===== config.mk =====
export PLATFORM = sky130hd
export DESIGN_NAME = led_fader
export DESIGN_NICKNAME = d
export VERILOG_FILES = /design/src/rtl/led_fader_pkg.sv /design/src/rtl/led_fader_pwm_gen.sv /design/src/rtl/led_fader.sv
export SDC_FILE = /design/constraint.sdc
export NUM_CORES = 1
export LEC_CHECK = 0
export CAP_MARGIN = 5
export CORE_ASPECT_RATIO = 0.75
export CORE_MARGIN = 3
export CORE_UTILIZATION = 30
export DETAILED_ROUTE_END_ITERATION = 8
export HOLD_SLACK_MARGIN = 0.15
export PLACE_DENSITY = 0.52
export SLEW_MARGIN = 20
export SYNTH_ARGS = -nofsm -noshare
export SYNTH_HDL_FRONTEND = slang
export SYNTH_SLANG_ARGS = --single-unit

===== constraint.sdc =====
create_clock -name clk -period 1.6 [get_ports clk]
set_input_delay 0.4 -clock clk [delete_from_list [all_inputs] [get_ports clk]]
set_output_delay 0.4 -clock clk [all_outputs]
set_load 0.02 [all_outputs]

===== src/rtl/led_fader_pkg.sv =====
// -----------------------------------------------------------------------------
// led_fader_pkg
//   Shared types and defaults for the LED fader.
//   fade_state_t : 2-bit fader state {OFF, RAMP_UP, ON, RAMP_DOWN}
//   DEF_PWM_BITS : default brightness / PWM counter width
//   DEF_STEP     : default brightness change per tick
// -----------------------------------------------------------------------------
package led_fader_pkg;

    typedef enum logic [1:0] {
        OFF       = 2'd0,
        RAMP_UP   = 2'd1,
        ON        = 2'd2,
        RAMP_DOWN = 2'd3
    } fade_state_t;

    localparam int DEF_PWM_BITS = 8;
    localparam int DEF_STEP     = 32;

endpackage


===== src/rtl/led_fader_pwm_gen.sv =====
// -----------------------------------------------------------------------------
// pwm_gen
//   Free-running PWM counter and registered comparator.
//   clk       : clock, all updates on posedge
//   rst_n     : synchronous active-low reset (counter and output cleared)
//   level     : duty level, output high while counter < level
//   force_on  : drive output constantly high (takes priority)
//   force_off : drive output constantly low
//   pwm_out   : registered PWM output, one cycle behind its inputs
// -----------------------------------------------------------------------------
module pwm_gen
    import led_fader_pkg::*;
#(
    parameter int PWM_BITS = DEF_PWM_BITS
) (
    input  logic                clk,
    input  logic                rst_n,
    input  logic [PWM_BITS-1:0] level,
    input  logic                force_on,
    input  logic                force_off,
    output logic                pwm_out
);

    logic [PWM_BITS-1:0] pwm_cnt_p0;
    logic                pwm_nxt;

    always_comb begin
        pwm_nxt = 1'b0;
        if (force_on) begin
            pwm_nxt = 1'b1;
        end else if (force_off) begin
            pwm_nxt = 1'b0;
        end else begin
            pwm_nxt = (pwm_cnt_p0 < level);
        end
    end

    // Stage p0 -> output register: counter wraps naturally at its width
    always_ff @(posedge clk) begin
        if (!rst_n) begin
            pwm_cnt_p0 <= '0;
            pwm_out    <= 1'b0;
        end else begin
            pwm_cnt_p0 <= pwm_cnt_p0 + 1'b1;
            pwm_out    <= pwm_nxt;
        end
    end

endmodule


===== src/rtl/led_fader.sv =====
// -----------------------------------------------------------------------------
// led_fader
//   Smoothly ramps LED brightness toward the on/off target from a blinker.
//   clk       : clock, all updates on posedge
//   rst_n     : synchronous active-low reset
//   led_in    : target (1 = on, 0 = off)
//   tick      : step pulse; each tick while ramping moves level by STEP
//   pwm_out   : registered PWM drive for the LED pin
//   level     : current brightness (registered)
//   busy      : high while ramping up or down
//   at_target : high when fully ON with led_in=1 or fully OFF with led_in=0
// -----------------------------------------------------------------------------
module led_fader
    import led_fader_pkg::*;
#(
    parameter int PWM_BITS = DEF_PWM_BITS,
    parameter int STEP     = DEF_STEP
) (
    input  logic                clk,
    input  logic                rst_n,
    input  logic                led_in,
    input  logic                tick,
    output logic                pwm_out,
    output logic [PWM_BITS-1:0] level,
    output logic                busy,
    output logic                at_target
);

    localparam logic [PWM_BITS:0]   STEP_W  = STEP[PWM_BITS:0];
    localparam logic [PWM_BITS-1:0] LVL_MAX = '1;

    // Add with one guard bit; a carry means we passed full scale.
    function automatic logic [PWM_BITS-1:0] sat_add(input logic [PWM_BITS-1:0] l);
        logic [PWM_BITS:0] sum;
        sum = {1'b0, l} + STEP_W;
        if (sum[PWM_BITS]) begin
            sat_add = LVL_MAX;
        end else begin
            sat_add = sum[PWM_BITS-1:0];
        end
    endfunction

    // Signed subtract so a step past zero clamps instead of wrapping.
    function automatic logic [PWM_BITS-1:0] sat_sub(input logic [PWM_BITS-1:0] l);
        logic signed [PWM_BITS+1:0] diff;
        diff = $signed({2'b00, l}) - $signed({1'b0, STEP_W});
        if (diff < 0) begin
            sat_sub = '0;
        end else begin
            sat_sub = diff[PWM_BITS-1:0];
        end
    endfunction

    fade_state_t         state_p0, state_nxt;
    logic [PWM_BITS-1:0] level_p0, level_nxt;
    logic [PWM_BITS-1:0] lvl_up, lvl_dn;

    assign lvl_up = sat_add(level_p0);
    assign lvl_dn = sat_sub(level_p0);

    // A direction change always wins over a coincident tick; level holds.
    always_comb begin
        state_nxt = state_p0;
        level_nxt = level_p0;
        case (state_p0)
            OFF: begin
                if (led_in) state_nxt = RAMP_UP;
            end
            ON: begin
                if (!led_in) state_nxt = RAMP_DOWN;
            end
            RAMP_UP: begin
                if (!led_in) begin
                    state_nxt = RAMP_DOWN;
                end else if (tick) begin
                    level_nxt = lvl_up;
                    if (lvl_up == LVL_MAX) state_nxt = ON;
                end
            end
            RAMP_DOWN: begin
                if (led_in) begin
                    state_nxt = RAMP_UP;
                end else if (tick) begin
                    level_nxt = lvl_dn;
                    if (lvl_dn == '0) state_nxt = OFF;
                end
            end
            default: begin
                state_nxt = OFF;
                level_nxt = '0;
            end
        endcase
    end

    // Stage p0: state and brightness registers
    always_ff @(posedge clk) begin
        if (!rst_n) begin
            state_p0 <= OFF;
            level_p0 <= '0;
        end else begin
            state_p0 <= state_nxt;
            level_p0 <= level_nxt;
        end
    end

    assign level     = level_p0;
    assign busy      = (state_p0 == RAMP_UP) || (state_p0 == RAMP_DOWN);
    assign at_target = ((state_p0 == ON) && led_in) || ((state_p0 == OFF) && !led_in);

    logic force_on, force_off;
    assign force_on  = (state_p0 == ON);
    assign force_off = (state_p0 == OFF);

    pwm_gen #(
        .PWM_BITS (PWM_BITS)
    ) u_pwm (
        .clk       (clk),
        .rst_n     (rst_n),
        .level     (level_p0),
        .force_on  (force_on),
        .force_off (force_off),
        .pwm_out   (pwm_out)
    );

`ifdef FORMAL
    // Fair ticks plus a steady on-request must end fully lit, and stay there.
    assume property (@(posedge clk) s_eventually tick);
    assert property (@(posedge clk) disable iff (!rst_n || !led_in)
        s_eventually (at_target && pwm_out));
    assert property (@(posedge clk) disable iff (!rst_n || !led_in)
        (at_target && pwm_out) |=> (at_target && pwm_out));
`endif

endmodule

## After elaboration in Yosys (flattened, before gate mapping)

Index checks and enable logic that the tools add are counted.
Widths: inputs -> output; s select.

- Flip-flop bits (word level): 19
- Bits of input ports: 4
- Output and inout port bits: 11
- Word-level logic and storage cells: 51

- $add $sub $neg: 3
- Magnitude comparators: 2
- Equal/unequal tests: 14
- Muxes and demuxes: 18
- Reductions and logical operators: 10

Operators with widths:

| kind | count |
|---|---|
| $mux 8 | 6 |
| $mux 2 | 8 |
| $pmux 8 s2 | 1 |
| $ne 2x2->1 const B | 6 |
| $ne 3x3->1 const B | 4 |
| $add 8x6->9 const B | 1 |
| $lt 9x1->1 const B | 1 |
| $sub 8x6->9 const B | 1 |
| $add 8x1->8 const B | 1 |
| $eq 8x8->1 const B | 1 |
| $logic_not 8->1 | 1 |
| $lt 8x8->1 | 1 |
| $pmux 2 s4 | 1 |
| $reduce_and 6->1 | 1 |
| $reduce_and 5->1 | 1 |
| $eq 2x2->1 const B | 2 |
| $eq 2x1->1 const B | 1 |
| $logic_and 1x1->1 | 2 |
| $logic_not 2->1 | 1 |
| $logic_or 1x1->1 | 2 |
| $mux 1 | 2 |
| $reduce_bool 2->1 | 1 |
| $logic_not 1->1 | 1 |

## Logic depth before layout (Yosys ltp)

Gate-level depths: netlist (run 1).

- Depth in word-level cells: 8
- Gate-level depth with buffers: 7

## Hierarchy

Synthesis (run 1) repeated with hierarchy kept, for this count alone.

- Cells, all modules: 151
- Area, all modules: 1,266.2 um^2

By module, submodules not included:

| module | times used | cells each | area each (um^2) |
|---|---|---|---|
| led_fader | 1 | 90 | 749.5 |
| pwm_gen | 1 | 61 | 516.7 |

## Worst setup path after synthesis (run 1)

Ideal clock, no wire load.

- Path type: register -> register
- Start point: reg level_p0[5] (netlist: level[5])
- End point: reg state_p0[0]
- Data arrival time: 1,805 ps
- Required time: 1,528 ps
- Slack: -277 ps
- Cell stages (with the launch flop): 8
- Period minus slack after synthesis: 1,877 ps
- Cells stage by stage: dfxtp_1 > inv_1 > ha_1 > nand4b_1 > nor3_1 > a211oi_1 > nor3_2 > mux2i_1

- Longest elaborated chain between the ends: 6
- Elaborated cells on any way between the ends: 10

Ends and longest elaborated chain:

| item | RTL line | text |
|---|---|---|
| from (decl) | led_fader.sv:55 | `logic [PWM_BITS-1:0] level_p0, level_nxt;` |
| from (signal assigned) | led_fader.sv:102 | `level_p0 <= level_nxt;` |
| $sub 8x6->9 | led_fader.sv:46 | `diff = $signed({2'b00, l}) - $signed({1'b0, STEP_W});` |
| $lt 9x1->1 | led_fader.sv:47 | `if (diff < 0) begin` |
| $mux 8 | led_fader.sv:47 |  |
| $logic_not 8->1 | led_fader.sv:85 | `if (lvl_dn == '0) state_nxt = OFF;` |
| $ne 3x3->1 (no source line) | n/a |  |
| $reduce_and 6->1 (no source line) * | n/a |  |
| to (signal assigned) | led_fader.sv:101 | `state_p0 <= state_nxt;` |
| to (decl) | led_fader.sv:54 | `fade_state_t state_p0, state_nxt;` |

Mark *: on every way between the ends. The rest lies on a longest branch, timed or not.
A chain may end at the register's enable or synchronous reset.

## Worst setup path after layout (run 1)

- Start point: reg state_p0[0]
- End point: reg level_p0[3] (netlist: level[3])

- Longest elaborated chain between the ends: 3
- Elaborated cells on any way between the ends: 9

Ends and longest elaborated chain:

| item | RTL line | text |
|---|---|---|
| $eq 2x2->1 / $eq 2x1->1 (equally long branches) | led_fader.sv:65 | `case (state_p0)` |
| $ne 2x2->1 (no source line) / $reduce_bool 2->1 (equally long branches) | n/a |  |
| $reduce_and 5->1 (no source line) | n/a |  |

Several ways; a longest one is shown, not always the timed one.

==> qor.yml, run 1 <==
synthesis:
  synth_fa_ha_area_share_pct: 13.8
  ys_top_cells_by_area: "dfxtp_1, ha_1, nand2_1"
  synth_top_family_by_area: "simple AND/OR/NAND/NOR gates"
  synth_edf_count: 0
  syn-num-nets: 165
  yosysWarnings: 0
  syn_avg_cell_area_um2: 8.64
  synth-seq-area-share_pct: 30.0
  synth-compound-area-share_pct: 18.4
  ys_async_sr_fraction_pct: 0
  yosys_most_used_dff: "dfxtp_1"
  synth_xor_area_share_pct: 5.52
  synthCells: 147
  netlist_area_um2: 1270
  yosys.area_share.simple_pct: 22.8
  yosys.area.top_type: "dfxtp_1"
  synth_seq_cells: 19
  synth_cell_types: 43
  yosysTopAreaCellShare_pct: 30.0
  muxShareOfSynthArea_pct: 2.46
power:
  powerDensity_nw_per_um2: 1030
  p_leak_uw: 0.000772
  vdd.ir_drop.worst_v: 0.000443
global_routing:
  grt_pass1_wl_um: 5240
  antenna_found_initial: 0
  first_global_vias: 1134
  grt_use_total_pct: 13.1
  grt_remaining_overflow: 0
  grt_max_degree: 22
setup_path:
  endpoint_kind: "register"
  rr_worst_depth: 7
  path_max_fanout: 7
  worstPathArrival_ps: 1940
  critical_path_class: "reg2reg"
  worstPathRequired_ps: 1800
  cp-start-kind: "register"
  reg2reg_slack_ps: -150
floorplan:
  num_rows: 19
  fp.dieH_um: 62.3
  io_pins: 15
  chipWidth_um: 81.1
  core_region_area_um2: 3850
  start_util_pct: 33.0
  die_area_um2: 5060
place:
  placed_area_um2: 1580
  dp_cells: 223
  numPortBuffers: 14
  gp_congestion: 0.840
  dp_hpwl_um: 2210
drt:
  wl_met3_um: 123
  via_per_inst: 4.75
  drt-wirelength-per-cell_um: 12.6
  highest_layer: "met4"
  ant_nets: 0
  drt_iter0_markers: 75
  wl_um: 3020
  via_count: 1135
  dr_wl_met2_um: 1370
  drcViolationCount: 0
  wl_met1_um: 1500
  drt_pass1_iterations: 4
clock_network:
  htree_levels: 1
  cts_tree: "yes"
  cts_buffers: 3
  clock-root-buffer: "clkbuf_8"
  path_clk_slew_ps: 80
  clk_latency_ps: 260
  clock_sinks: 19
  hold_buffers: 0
  clk_path_buf_depth: 2
timing:
  finClkSkew_ps: 3.24
  finalSetupTns_ps: -1180
  fin_crit_ps: 1750
  fmax_mhz: 572
  timing.final.ws_setup_ps: -147
  finalMaxSlewViolations: 0
  rsz0062_at_grt: "yes"
  slew_headroom_pct: 74.0
  finalSetupViolCount: 12
  final_hold_viol_count: 0
  min_period_over_period_pct: 109
  worst_pin_slew_ps: 388
status:
  status: "complete, but fails checks"
  violations: "setup timing"
worst_hold_path:
  hold_path_depth: 1
  hold_path.class: "reg2reg"
finish:
  drive_gt1_share_pct: 38.0
  instances_no_fill: 239
  diodes: 0
  area_growth_pct: 44.9
  final_cell_mix: "buf_4, dfxtp_1, nand2_1"
  nets: 206
  final_common_cell: "buf_4"
  finalInstanceArea_um2: 1840
job:
  max_cap_violations: 0
Yosys cell counts (2+ instances only):
| cell type | instances |
|---|---|
| dfxtp_1 | 19 |
| nand2_1 | 17 |
| ha_1 | 14 |
| inv_1 | 12 |
| and2_1 | 7 |
| a21oi_1 | 6 |
| xnor2_1 | 6 |
| a211oi_1 | 5 |
| a21boi_1 | 5 |
| nand3_1 | 5 |
| nor2_1 | 5 |
| nor3_1 | 5 |
| o21ai_0 | 5 |
| and3_1 | 2 |
| mux2i_1 | 2 |
| nand2b_1 | 2 |
| nor2b_1 | 2 |
| or3_4 | 2 |
| xor2_1 | 2 |
power breakdown:
| part | switching [uW] | total, uW | internal [uW] | leakage [uW] |
|---|---|---|---|---|
| sequential | 44.2 | 570 | 526 | 0.000158 |
| combinational | 429 | 969 | 540 | 0.000588 |
| clock | 173 | 350 | 177 | 0.0000260 |
cell families after synthesis:
group	count (synthesis)
AO/OA/AOI/OAI	33
XOR/XNOR	8
adder cells (fa/ha/maj)	14
buffers and inverters	17
flip-flops	19
multiplexers	3
AND/OR/NAND/NOR	53
cell type report:
| class | instances | area, um2 |
|---|---|---|
| clock buffer | 3 | 41.3 |
| clock inverter | 1 | 6.26 |
| fill | 384 | 2010 |
| inverter | 12 | 45.0 |
| multi-input combinational | 111 | 918 |
| sequential | 19 | 397 |
| tap | 52 | 65.1 |
| timing repair buffer | 41 | 368 |
critical path, cell delays in order (launching register included):
cell	delay, ps
dfxtp_4	360
buf_6	110
ha_4	150
buf_6	120
and3b_2	250
o21ai_4	90
or3_4	450
a21boi_1	160
metrics by stage:
step / power, uW / utilization [%] / hold slack (ps) / setup WS, ps
5_1_grt: 2020 / 47.8 / 480 / -204
3_3_place_gp: 1240 / 40.9 / 450 / -548
3_5_place_dp: 1250 / 40.9 / 450 / -556
4_1_cts: 1780 / 45.2 / 467 / -133
6_report: 1890 / 47.8 / 468 / -147
2_1_floorplan: 968 / - / 425 / 6.12
timing repair:
item	in CTS	in global routing
setup buffers	8	4
endpoints found under the setup margin	20	14
pin swaps	5	12
gates resized for setup	39	20
per-layer routing:
layer / global-route usage [%] / vias up
met5: 0 / -
met2: 20.7 / 16
met1: 17.4 / 528
li1: - / 589
met4: 3.16 / 0
met3: 3.61 / 2
state kept, by name (all words and copies together), names as in the netlist:
signal / flops
u_pwm.pwm_out: 1
u_pwm.pwm_cnt_p0: 8
state_p0: 2
level: 8
worst paths after layout:
kind,startpoint,to
max,state_p0[0]$_SDFFE_PN0P_,level[3]$_SDFFE_PN0P_
min,u_pwm.pwm_cnt_p0[0]$_SDFF_PN0_,u_pwm.pwm_cnt_p0[0]$_SDFF_PN0_
max reg2reg,state_p0[0]$_SDFFE_PN0P_,level[3]$_SDFFE_PN0P_
min reg2reg,u_pwm.pwm_cnt_p0[0]$_SDFF_PN0_,u_pwm.pwm_cnt_p0[0]$_SDFF_PN0_
Note: power is estimated with default switching activity, not from simulation.
==> inputs of run 2 (changes only) <==
--- a/config.mk
+++ b/config.mk
@@ -9,9 +9,11 @@
 export CORE_ASPECT_RATIO = 0.75
 export CORE_MARGIN = 3
 export CORE_UTILIZATION = 30
+export CTS_CLUSTER_DIAMETER = 50
 export DETAILED_ROUTE_END_ITERATION = 8
 export HOLD_SLACK_MARGIN = 0.15
 export PLACE_DENSITY = 0.52
+export SKIP_LAST_GASP = 1
 export SLEW_MARGIN = 20
 export SYNTH_ARGS = -nofsm -noshare
 export SYNTH_HDL_FRONTEND = slang
==> qor.yml, run 2 (synthesis results as in run 1) <==
status:
  status: "complete, but fails checks"  # unchanged
  violations: "setup timing"  # unchanged
power:
  pwr-share-clk_pct: 18.5  # about the same
  p_leak_uw: 0.000771  # was 0.000772 uW
  powerDensity_nw_per_um2: 1030  # about the same
  vdd.ir_drop.worst_v: 0.000443  # about the same
  p_sw_uw: 648  # was 646 uW
  pwr-share-comb_pct: 51.3  # about the same
  seqPwrFrac_pct: 30.2  # about the same
  internal-power_uw: 1240  # about the same
  swShare_pct: 34.3  # was 34.2%
clock_network:
  cts_tree: "yes"  # unchanged
  clk_path_buf_depth: 2  # unchanged
  clock-root-buffer: "clkbuf_8"  # unchanged
  htree_levels: 1  # unchanged
  hold_buffers: 0  # unchanged
  clk_latency_ps: 260  # about the same
  path_clk_slew_ps: 80  # about the same
  cts_buffers: 3  # unchanged
  clock_sinks: 19  # unchanged
drt:
  drcViolationCount: 0  # unchanged
  drt-wirelength-per-cell_um: 12.7  # was 12.6 um
  via_per_inst: 4.76  # was 4.75
  drt_iter0_markers: 76  # was 75
  ant_nets: 0  # unchanged
  wl_um: 3030  # was 3020 um
  drt_pass1_iterations: 4  # unchanged
  via_count: 1138  # was 1,135
setup_path:
  path_max_fanout: 7  # unchanged
  worstReg2RegEnd: "level[3]$_SDFFE_PN0P_"  # unchanged
  cp_top_family: "simple AND/OR/NAND/NOR gates"  # unchanged
  worstPathRequired_ps: 1800  # about the same
  crit_path_top_delay_cell: "or3_4"  # unchanged
  timing.critical_path.buf_inv: 2  # unchanged
  worstPathArrival_ps: 1940  # about the same
  r2r_start: "state_p0[0]$_SDFFE_PN0P_"  # unchanged
  critical_path_class: "reg2reg"  # unchanged
  path_depth: 7  # unchanged
  reg2reg_slack_ps: -150  # about the same
  cp-start-kind: "register"  # unchanged
  worstPathCellList: "buf_6, ha_4, buf_6, and3b_2, o21ai_4, or3_4, a21boi_1"  # unchanged
  rr_worst_depth: 7  # unchanged
  endpoint_kind: "register"  # unchanged
  slowest_delay_ps: 450  # about the same
  critPathMostFrequentCell: "buf_6"  # unchanged
global_routing:
  grt_max_degree: 22  # unchanged
  grt_use_total_pct: 13.1  # unchanged
  first_global_vias: 1134  # unchanged
  grt_remaining_overflow: 0  # unchanged
  grt_pass1_wl_um: 5240  # unchanged
  antenna_found_initial: 0  # unchanged
floorplan:
  chipWidth_um: 81.1  # unchanged
  core_region_area_um2: 3850  # unchanged
  io_pins: 15  # unchanged
  start_util_pct: 33.0  # unchanged
  die_area_um2: 5060  # unchanged
  fp.dieH_um: 62.3  # unchanged
  num_rows: 19  # unchanged
finish:
  instances_no_fill: 239  # unchanged
  multiInputGateArea_um2: 913  # was 918 um2
  final_cell_mix: "buf_4, nand2_1, dfxtp_1"  # was buf_4, dfxtp_1, nand2_1
  n_fill_cell: 385  # was 384
  final_common_cell: "buf_4"  # unchanged
  diodes: 0  # unchanged
  fin_util_pct: 47.7  # was 47.8%
  seqCellArea_um2: 397  # unchanged
  nets: 206  # unchanged
  area_growth_pct: 44.5  # was 44.9%
  drive_gt1_share_pct: 36.9  # was 38.0%
place:
  numPortBuffers: 14  # unchanged
  dp_slack_ps: -556  # unchanged
  dp_cells: 223  # unchanged
  gp_congestion: 0.840  # unchanged
  dp_hpwl_um: 2210  # unchanged
worst_hold_path:
  hold_path_depth: 1  # unchanged
  hold_path.class: "reg2reg"  # unchanged
  min_to: "u_pwm.pwm_cnt_p0[0]$_SDFF_PN0_"  # unchanged
  min_from: "u_pwm.pwm_cnt_p0[0]$_SDFF_PN0_"  # unchanged
timing:
  fin_crit_ps: 1750  # about the same
  whs_ps: 468  # about the same
  finalSetupTns_ps: -1180  # about the same
  timing.final.ws_setup_ps: -147  # about the same
  fmax_mhz: 572  # about the same
  slew_headroom_pct: 74.1  # was 74.0%
  finalMaxSlewViolations: 0  # unchanged
  rsz0062_at_grt: "yes"  # unchanged
  finClkSkew_ps: 2.81  # was 3.24 ps
  final_hold_viol_count: 0  # unchanged
  finalSetupViolCount: 12  # unchanged
  worst_pin_slew_ps: 386  # was 388 ps
  min_period_over_period_pct: 109  # about the same
job:
  max_cap_violations: 0  # unchanged
==> run 2: cell type report <==
class                      count  area share, %
multi-input combinational    111           49.8
clock buffer                   3           2.25
tap                           52           3.54
timing repair buffer          41           20.0
sequential                    19           21.6
inverter                      12           2.45
clock inverter                 1          0.341
==> run 2: how the worst max path moves through the flow <==
| stage | from | end | slack (ps) |
|---|---|---|---|
| after floorplan | level[5]$_SDFFE_PN0P_ | state_p0[0]$_SDFFE_PN0P_ | 6 |
| after global placement | led_in | at_target | -550 |
| after detailed placement | led_in | at_target | -560 |
| after CTS | state_p0[0]$_SDFFE_PN0P_ | level[2]$_SDFFE_PN0P_ | -130 |
| after global routing | state_p0[0]$_SDFFE_PN0P_ | level[3]$_SDFFE_PN0P_ | -200 |
| final | state_p0[0]$_SDFFE_PN0P_ | level[3]$_SDFFE_PN0P_ | -150 |
==> run 2: per-layer routing <==
metal,vias to the layer above,share of wire (%),wire length [um],GRT usage [%]
met1,531,51,1530,17.4
met5,-,0,0,0
met2,17,45,1380,20.7
li1,588,-,-,-
met4,0,0.56,17,3.16
met3,2,3.4,104,3.61
==> run 2: metrics by stage <==
step                total power, uW  cell area [um2]
finish                         1890             1840
CTS                            1780             1740
global placement               1240             1580
floorplan                       968             1290
detailed placement             1250             1580
global route                   2020             1840
==> run 2: repair_timing <==
action | 4_1_cts | 5_1_grt
setup buffers | 8 | 4
pin swaps | 5 | 12
endpoints found under the setup margin | 20 | 14
resized for setup | 37 | 20
==> run 2: power by group through the flow <==
stage                     sequential [uW]  clock, uW  combinational [uW]
after floorplan                       570          0                 398
after global placement                557          0                 683
after detailed placement              561          0                 692
after CTS                             565        362                 848
after global routing                  581        383                1060
final                                 570        351                 971
==> inputs of run 3 (changes only) <==
--- a/config.mk
+++ b/config.mk
@@ -5,6 +5,7 @@
 export SDC_FILE = /design/constraint.sdc
 export NUM_CORES = 1
 export LEC_CHECK = 0
+export ABC_AREA = 1
 export CAP_MARGIN = 5
 export CORE_ASPECT_RATIO = 0.75
 export CORE_MARGIN = 3
@@ -12,8 +13,7 @@
 export CTS_CLUSTER_DIAMETER = 50
 export DETAILED_ROUTE_END_ITERATION = 8
 export HOLD_SLACK_MARGIN = 0.15
-export PLACE_DENSITY = 0.52
-export SKIP_LAST_GASP = 1
+export PLACE_DENSITY = 0.54
 export SLEW_MARGIN = 20
 export SYNTH_ARGS = -nofsm -noshare
 export SYNTH_HDL_FRONTEND = slang
==> qor.yml, run 3 <==
synthesis:
  netlist_area_um2: 1280  # was 1270 um2
  synthTopCellsByCount: "nand2_1, inv_1, a21oi_1"  # was dfxtp_1, nand2_1, ha_1
  syn-num-nets: 208  # was 165
  synth_edf_count: 0  # unchanged
  ys_async_sr_fraction_pct: 0  # unchanged
  synth-seq-area-share_pct: 29.7  # was 30.0%
  ys_top_cells_by_area: "dfxtp_1, ha_1, nand2_1"  # unchanged
  yosysMostFrequentCell: "nand2_1"  # was dfxtp_1
  synthCells: 190  # was 147
  yosys.area.top_type: "dfxtp_1"  # unchanged
  yosys_most_used_dff: "dfxtp_1"  # unchanged
  syn_avg_cell_area_um2: 6.74  # was 8.64 um2
  yosysWarnings: 0  # unchanged
  synth_seq_cells: 19  # unchanged
  synth_cell_types: 24  # was 43
  yosysTopAreaCellShare_pct: 29.7  # was 30.0%
drt:
  drt_iter0_markers: 43  # was 76
  ant_nets: 0  # unchanged
  wl_um: 3090  # was 3030 um
  drcViolationCount: 0  # unchanged
  via_per_inst: 4.58  # was 4.76
  via_count: 1286  # was 1,138
  drt_pass1_iterations: 4  # unchanged
  drt-wirelength-per-cell_um: 11.0  # was 12.7 um
job:
  max_cap_violations: 0  # unchanged
finish:
  nets: 248  # was 206
  final_common_cell: "nand2_1"  # was buf_4
  finalInstanceArea_um2: 1790  # was 1840 um2
  n_fill_cell: 403  # was 385
  final_cell_mix: "nand2_1, inv_1, buf_4"  # was buf_4, nand2_1, dfxtp_1
  fin_util_pct: 46.3  # was 47.7%
  seqCellArea_um2: 394  # was 397 um2
  area_growth_pct: 40.2  # was 44.5%
  diodes: 0  # unchanged
  multiInputGateArea_um2: 852  # was 913 um2
  drive_gt1_share_pct: 29.3  # was 36.9%
timing:
  rsz0062_at_grt: "yes"  # unchanged
  min_period_over_period_pct: 97.3  # was 109%
  worst_pin_slew_ps: 237  # was 386 ps
  fin_crit_ps: 1560  # was 1750 ps
  finClkSkew_ps: 3.22  # was 2.81 ps
  finalSetupViolCount: 0  # was 12
  finalMaxSlewViolations: 0  # unchanged
  slew_headroom_pct: 84.1  # was 74.1%
  timing.final.ws_setup_ps: 43.9  # was -147 ps
  whs_ps: 471  # was 468 ps
  final_hold_viol_count: 0  # unchanged
  fmax_mhz: 643  # was 572 MHz
clock_network:
  clock-root-buffer: "clkbuf_8"  # unchanged
  clk_latency_ps: 250  # was 260 ps
  clk_path_buf_depth: 2  # unchanged
  hold_buffers: 0  # unchanged
  clock_sinks: 19  # unchanged
  cts_buffers: 3  # unchanged
  htree_levels: 1  # unchanged
  cts_tree: "yes"  # unchanged
  path_clk_slew_ps: 70  # was 80 ps
worst_hold_path:
  hold_path.class: "reg2reg"  # unchanged
setup_path:
  slowest_delay_ps: 390  # was 450 ps
  timing.critical_path.buf_inv: 2  # unchanged
  endpoint_kind: "output port"  # was register
  worstPathRequired_ps: 1200  # was 1800 ps
  cp-start-kind: "register"  # unchanged
  crit_path_top_delay_cell: "dfxtp_4"  # was or3_4
  worstPathCellList: "inv_2, ha_2, nand2_2, nand2_2, buf_6"  # was buf_6, ha_4, buf_6, and3b_2, o21ai_4, or3_4, a21boi_1
  worstPathArrival_ps: 1160  # was 1940 ps
  critical_path_class: "reg2out"  # was reg2reg
  reg2reg_slack_ps: 100  # was -150 ps
  critPathMostFrequentCell: "nand2_2"  # was buf_6
  cp_top_family: "flip-flops"  # was simple AND/OR/NAND/NOR gates
  path_max_fanout: 4  # was 7
place:
  dp_slack_ps: -468  # was -556 ps
  dp_hpwl_um: 2410  # was 2210 um
  gp_congestion: 0.801  # was 0.840
  numPortBuffers: 14  # unchanged
  placed_area_um2: 1650  # was 1580 um2
global_routing:
  first_global_vias: 1133  # was 1,134
  grt_pass1_wl_um: 5220  # was 5240 um
  grt_max_degree: 11  # was 22
  antenna_found_initial: 0  # unchanged
  grt_use_total_pct: 12.9  # was 13.1%
  grt_remaining_overflow: 0  # unchanged
power:
  p_leak_uw: 0.000885  # was 0.000771 uW
  vdd.ir_drop.worst_v: 0.000470  # was 0.000443 V
  powerDensity_nw_per_um2: 1140  # was 1030 nW/um2
floorplan:
  io_pins: 15  # unchanged
  core_region_area_um2: 3870  # was 3850 um2
  chipWidth_um: 81.4  # was 81.1 um
  fp.dieH_um: 62.6  # was 62.3 um
  start_util_pct: 33.0  # about the same
  die_area_um2: 5090  # was 5060 um2
  num_rows: 19  # unchanged
status:
  status: "finished, final reports clean"  # was complete, but fails checks
[run 3: cell count changes after synthesis, sizes merged, moves of 6 or more]
cell	delta
inv	+20
and2	-7
a21oi	+15
a21boi	-6
nand2	+23
o21ai	+16
nor2	+15
[run 3: power by group]
group / switching, uW / total [uW] / leakage, uW / internal, uW
combinational: 602 / 1120 / 0.000704 / 522
clock: 157 / 334 / 0.0000228 / 177
sequential: 56.7 / 595 / 0.000157 / 538
total: 816 / 2050 / 0.000885 / 1240
[run 3: per-layer routing]
layer	wire length, um	vias up	share of wire (%)	global-route usage [%]
met1	1720	568	56	21.1
met4	26	0	0.84	2.53
met5	0	-	0	0
li1	-	692	-	-
met3	152	4	4.9	4.03
met2	1190	22	38	15.5
[run 3: timing repair]
| action | in CTS | in global routing |
|---|---|---|
| pin swaps | 0 | 4 |
| buffers inserted | 0 | 0 |
| gates resized for setup | 23 | 35 |
| gates cloned | 0 | 0 |
| setup endpoints to repair | 18 | 13 |
[run 3: cell type report]
class | count | share of cell area (%)
Clock buffer | 4 | 2.51
Inverter | 33 | 6.90
Multi-Input combinational cell | 135 | 47.5
Sequential cell | 19 | 22.0
Tap cell | 52 | 3.63
Timing Repair Buffer | 38 | 17.5
[run 3: path summary, 6_finish.rpt]
path                                   from                             end  cells past startpoint
max                state_p0[0]$_SDFFE_PN0P_                       at_target                      5
min          u_pwm.pwm_cnt_p0[0]$_SDFF_PN0_  u_pwm.pwm_cnt_p0[0]$_SDFF_PN0_                      1
max reg2reg           level[6]$_SDFFE_PN0P_        state_p0[0]$_SDFFE_PN0P_                     11
min reg2reg  u_pwm.pwm_cnt_p0[0]$_SDFF_PN0_  u_pwm.pwm_cnt_p0[0]$_SDFF_PN0_                      1
[run 3: stage by stage]
| step | TNS (ps) | std cells | power [uW] |
|---|---|---|---|
| finish | 0 | 281 | 2050 |
| global route | -130 | 281 | 2240 |
| CTS | 0 | 281 | 1900 |
| detailed placement | -4590 | 277 | 1560 |
| global placement | -4150 | 277 | 1580 |
| floorplan | 0 | 190 | 1160 |
[run 3: kinds of logic after synthesis]
family	Yosys count	synth area share, %
AO/OA/AOI/OAI	46	18.8
flip-flops	19	29.7
AND/OR/NAND/NOR	74	25.9
buffers and inverters	36	11.2
adder cells (fa/ha/maj)	14	13.7
XOR/XNOR	1	0.684
